--- src/rtl/lr_shift_arbiter.sv ---
// Two-requester round-robin arbiter in front of a shared zero-fill left/right shifter
// with one registered result stage. Define LR_SHIFT_ARB_STATS_EN to add per-requester grant counters.

module lr_shift_unit #(
  parameter int width = 8,
  parameter int SW    = 3
) (
  input  logic [width-1:0] bits,
  input  logic [SW-1:0]    shift,
  input  logic             dir,
  output logic [width-1:0] res
);
  // Amounts >= width fall out naturally as zero for non-power-of-2 widths.
  always_comb res = dir ? (bits >> shift) : (bits << shift);
endmodule

module lr_shift_arbiter #(
  parameter  int width = 8,
  localparam int SW    = (width > 1) ? $clog2(width) : 1
) (
  input  logic             clk,
  input  logic             rst,
  input  logic             r0_valid,
  output logic             r0_ready,
  input  logic [width-1:0] r0_bits,
  input  logic [SW-1:0]    r0_shift,
  input  logic             r0_dir,
  input  logic             r1_valid,
  output logic             r1_ready,
  input  logic [width-1:0] r1_bits,
  input  logic [SW-1:0]    r1_shift,
  input  logic             r1_dir,
  output logic             o_valid,
  input  logic             o_ready,
  output logic [width-1:0] o_bits,
  output logic             o_src
`ifdef LR_SHIFT_ARB_STATS_EN
  ,
  output logic [15:0]      g0_cnt,
  output logic [15:0]      g1_cnt
`endif
);

  typedef struct packed {
    logic [width-1:0] bits;
    logic [SW-1:0]    shift;
    logic             dir;
  } req_t;

  typedef enum logic {EMPTY = 1'b0, FULL = 1'b1} state_t;

  state_t           state, state_nxt;
  logic             last;
  logic             accept, gnt_vld, gnt, xfer;
  req_t             sel;
  logic [width-1:0] res;

  assign accept = (state == EMPTY) | o_ready;

  // Contention goes to whoever did not win last; a lone requester always wins.
  always_comb begin
    gnt_vld = r0_valid | r1_valid;
    gnt     = 1'b0;
    if (r0_valid & r1_valid) gnt = ~last;
    else if (r1_valid)       gnt = 1'b1;
  end

  assign r0_ready = accept & gnt_vld & ~gnt;
  assign r1_ready = accept & gnt_vld &  gnt;
  assign xfer     = accept & gnt_vld & ~rst;

  always_comb begin
    sel = gnt ? '{bits: r1_bits, shift: r1_shift, dir: r1_dir}
              : '{bits: r0_bits, shift: r0_shift, dir: r0_dir};
  end

  lr_shift_unit #(.width(width), .SW(SW)) u_shift (
    .bits  (sel.bits),
    .shift (sel.shift),
    .dir   (sel.dir),
    .res   (res)
  );

  always_comb begin
    state_nxt = state;
    case (state)
      EMPTY: if (xfer) state_nxt = FULL;
      FULL:  if (!xfer && o_ready) state_nxt = EMPTY;
      default: state_nxt = EMPTY;
    endcase
  end

  always_ff @(posedge clk) begin
    if (rst) begin
      state  <= EMPTY;
      o_bits <= '0;
      o_src  <= 1'b0;
      last   <= 1'b1;
    end else begin
      state <= state_nxt;
      if (xfer) begin
        o_bits <= res;
        o_src  <= gnt;
        last   <= gnt;
      end
    end
  end

  assign o_valid = (state == FULL);

`ifdef LR_SHIFT_ARB_STATS_EN
  always_ff @(posedge clk) begin
    if (rst) begin
      g0_cnt <= '0;
      g1_cnt <= '0;
    end else if (xfer) begin
      if (!gnt && g0_cnt != 16'hFFFF) g0_cnt <= g0_cnt + 16'd1;
      if ( gnt && g1_cnt != 16'hFFFF) g1_cnt <= g1_cnt + 16'd1;
    end
  end
`endif

endmodule

--- config.mk ---
export PLATFORM = sky130hd
export DESIGN_NAME = lr_shift_arbiter
export DESIGN_NICKNAME = d
export VERILOG_FILES = /design/src/rtl/lr_shift_arbiter.sv
export SDC_FILE = /design/constraint.sdc
export NUM_CORES = 1
export LEC_CHECK = 0
export BUFFER_PORTS_ARGS = -buffer_cell sky130_fd_sc_hd__buf_2
export CAP_MARGIN = 10
export CORE_ASPECT_RATIO = 1.2
export CORE_MARGIN = 5
export CORE_UTILIZATION = 58
export DETAILED_ROUTE_END_ITERATION = 12
export HOLD_SLACK_MARGIN = 0.1
export MAX_ROUTING_LAYER = met4
export PLACE_DENSITY = 0.95
export SLEW_MARGIN = 20
export SYNTH_ARGS = -nofsm -noshare
export SYNTH_HDL_FRONTEND = slang
export SYNTH_SLANG_ARGS = --single-unit
--- constraint.sdc ---
create_clock -name clk -period 4 [get_ports clk]
set_input_delay 0.8 -clock clk [delete_from_list [all_inputs] [get_ports clk]]
set_output_delay 0.8 -clock clk [all_outputs]
set_load 0.05 [all_outputs]
==> metrics.csv <==
stage,metric,value,unit
global_routing,grt_pass1_wl,6.96,mm
worst_hold_path,hold_depth,2,
global_routing,grt_max_degree,24,
die,die_w,57.5,um
logic_synthesis,ys_ff_latch,11,
critical_path,crit_arrival,1.98,ns
pwr,internal-power,0.000246,W
drt,drtIter0Drc,63,
die,io_pins,41,
sta,relSlewSlack,62.4,%
worst_hold_path,worst_hold_path_type,flip-flop to flip-flop,
sta,finalCritPeriodShare,69.5,%
cells_and_area,drive_above_1_share,28.1,%
sta,whs,0.486,ns
pwr,p_leak,0.755,nW
logic_synthesis,avgSynthCellArea,8.21,um^2
critical_path,crit_type,input port to primary output,
placed_design,place_congestion,0.929,
drt,first_pass_iters,4,
pwr,power_frac_clock,17.5,%
drt,ant_nets,0,
pwr,p_per_area,244,mW/mm^2
die,dieHeight,67.0,um
cts,post_cts_buffers,0,
cts,clk_pin_slew,0.07,ns
drt,wl_met3,290,um
worst_hold_path,hold_end,o_bits[1]$_SDFFE_PP0P_,
cells_and_area,area_growth,13.1,%
cells_and_area,n_fill_cell,254,
pwr,seqPwrFrac,29.1,%
logic_synthesis,netlist-cell-type-count,47,
drt,vias_per_cell,6.61,
placed_design,port_buffers,40,
critical_path,start_kind,input port,
critical_path,r2r_start,last$_SDFFE_PP1P_,
logic_synthesis,yosysMostFrequentCell,mux2i_1,
pwr,ir_worst_vdd,149,uV
run,maxCapViolations,0,
drt,wirelength_met1,1.73,mm
global_routing,antenna_found_initial,0,
cts,cts_made_buffers,3,
drt,wire_per_inst,16.7,um
logic_synthesis,yosysTopAreaCellShare,17.2,%
sta,tightest_slew,0.548,ns
drt,wl,4.23,mm
sta,layout_min_cycle_time,2.78,ns
die,die-area,0.00385,mm^2
cts,ctsHoldBuffers,0,
critical_path,r2r_slack,1.92,ns
drt,topRoutingLayerUsed,met4,
drt,drc,0,
cts,ctsResizeCount,0,
logic_synthesis,synth-async-reset-ratio,0,%
logic_synthesis,synthCells,191,
logic_synthesis,synth_area_leaders,"mux2i_1, dfxtp_1, mux4_2",
cts,cts_tree,yes,
global_routing,grt-ovfl-total,0,
drt,wl_met2,2.01,mm
sta,slew_viol_final,0,
logic_synthesis,yosys-top-cells-count,"mux2i_1, nor2_1, dfxtp_1",
cts,cts_sinks,11,
pwr,total_power,0.000432,W
sta,setup_violations,0,
sta,fmax,360,MHz
logic_synthesis,synthFlopType,dfxtp_1,
worst_hold_path,worst_hold_startpoint,o_bits[1]$_SDFFE_PP0P_,
critical_path,r2r_end,o_bits[2]$_SDFFE_PP0P_,
placed_design,dp_cells,250,
die,initial_core_util,60.9,%
cells_and_area,fin_nets,251,
critical_path,critPathMaxFanout,14,
logic_synthesis,synth_area,0.00157,mm^2
global_routing,track_usage,23.1,%
logic_synthesis,yosysTopAreaCell,mux2i_1,
critical_path,crit_required,3.20,ns
drt,vias,1678,
cts,cts.path.max_buffers,2,
pwr,combPwrFrac,53.5,%
global_routing,grt_pass1_vias,1492,
die,core-area,0.00258,mm^2
critical_path,endpoint_kind,primary output,
cts,clk-insertion-delay-late,0.26,ns
run_status,status,"complete, no violations",
placed_design,hpwl,3.45,mm
sta,fin_tns_setup,0,ns
cts,cts-root-buf,clkbuf_4,
logic_synthesis,synth-seq-area-share,14.0,%
pwr,power_switching,0.000186,W
sta,finalHoldViolCount,0,
sta,skew,0.00102,ns
pwr,swShare,43.1,%
logic_synthesis,synth-edff-count,0,
cells_and_area,n_antenna_cell,0,
logic_synthesis,ys.warnings.count,0,
cts,cts_htree_levels,1,
cells_and_area,fin_cells,254,
die,rows,20,
logic_synthesis,synth.net_count,220,
sta,rsz0062_at_grt,false,
critical_path,reg2reg_depth,5,
==> how the worst max path moves through the flow <==
stage | from | end | slack (ns) | cells after the start
2_1_floorplan | r1_valid | r1_ready | 1.15 | 4
3_3_place_gp | r0_valid | r0_ready | 1.26 | 5
3_5_place_dp | r0_valid | r0_ready | 1.25 | 5
4_1_cts | r1_valid | r0_ready | 1.23 | 5
5_1_grt | r1_valid | r0_ready | 1.10 | 5
6_report | r1_valid | r0_ready | 1.22 | 5
==> sequential cells by signal, summed over array words and instances (netlist names) <==
name / flops
last: 1
o_valid: 1
o_bits: 8
o_src: 1
==> metrics by stage <==
| stage | area, um^2 | util [%] | setup slack [ns] |
|---|---|---|---|
| floorplan | 1570 | - | 1.15 |
| global placement | 1750 | 67.8 | 1.26 |
| detailed placement | 1750 | 67.8 | 1.25 |
| CTS | 1770 | 68.8 | 1.23 |
| global route | 1770 | 68.8 | 1.10 |
| finish | 1770 | 68.8 | 1.22 |
==> routing by layer <==
layer	global-route usage, %	vias up
met2	37.6	82
met3	1.55	18
met5	-	-
met1	28.9	775
li1	-	803
met4	11.3	0
==> power groups by stage <==
stage	Sequential [W]	Combinational (W)	Clock (W)
finish	0.000126	0.000231	0.0000754
global route	0.000127	0.000248	0.0000805
global placement	0.000128	0.000227	0
detailed placement	0.000128	0.000229	0
floorplan	0.000163	0.000134	0
CTS	0.000126	0.000229	0.0000754
==> worst max-delay path: stages <==
cell and delay, ns:
buf_2 0.11, a21boi_2 0.47, buf_4 0.30, nor2_1 0.07, buf_2 0.23
==> area by class of cell <==
cell class,count,area (um^2),area share (%)
repair buffers,42,215,12.1
clock buffers,4,26.3,1.48
inverters,2,7.51,0.423
multi-input cells,162,1260,71.2
well taps,33,41.3,2.33
flip-flops and latches,11,220,12.4
==> cell families after synthesis <==
group,after synthesis,synth area share [%]
buffers and inverters,18,5.42
flip-flops,11,14.0
AO/OA/AOI/OAI,54,25.1
multiplexers,41,33.3
AND/OR/NAND/NOR,67,22.2
==> cells in the final DEF (no fill, tap or decap), types with 2 or more instances in the layout <==
master	instances
nand3b_1	3
mux2_2	5
nor2_1	23
dfxtp_1	11
a311oi_1	3
nand2_1	7
mux4_2	8
buf_4	2
o211ai_1	5
o21ai_0	10
nand3_1	2
a21oi_1	7
nor3_1	8
o31ai_1	2
clkbuf_4	3
a211o_1	3
o21a_1	2
nor3b_1	4
a211oi_1	6
mux2i_1	27
nor4_1	3
nor2b_1	6
nand2b_1	6
a221oi_1	2
buf_2	40
inv_1	2
No activity file was read; power rests on OpenSTA's default activity.
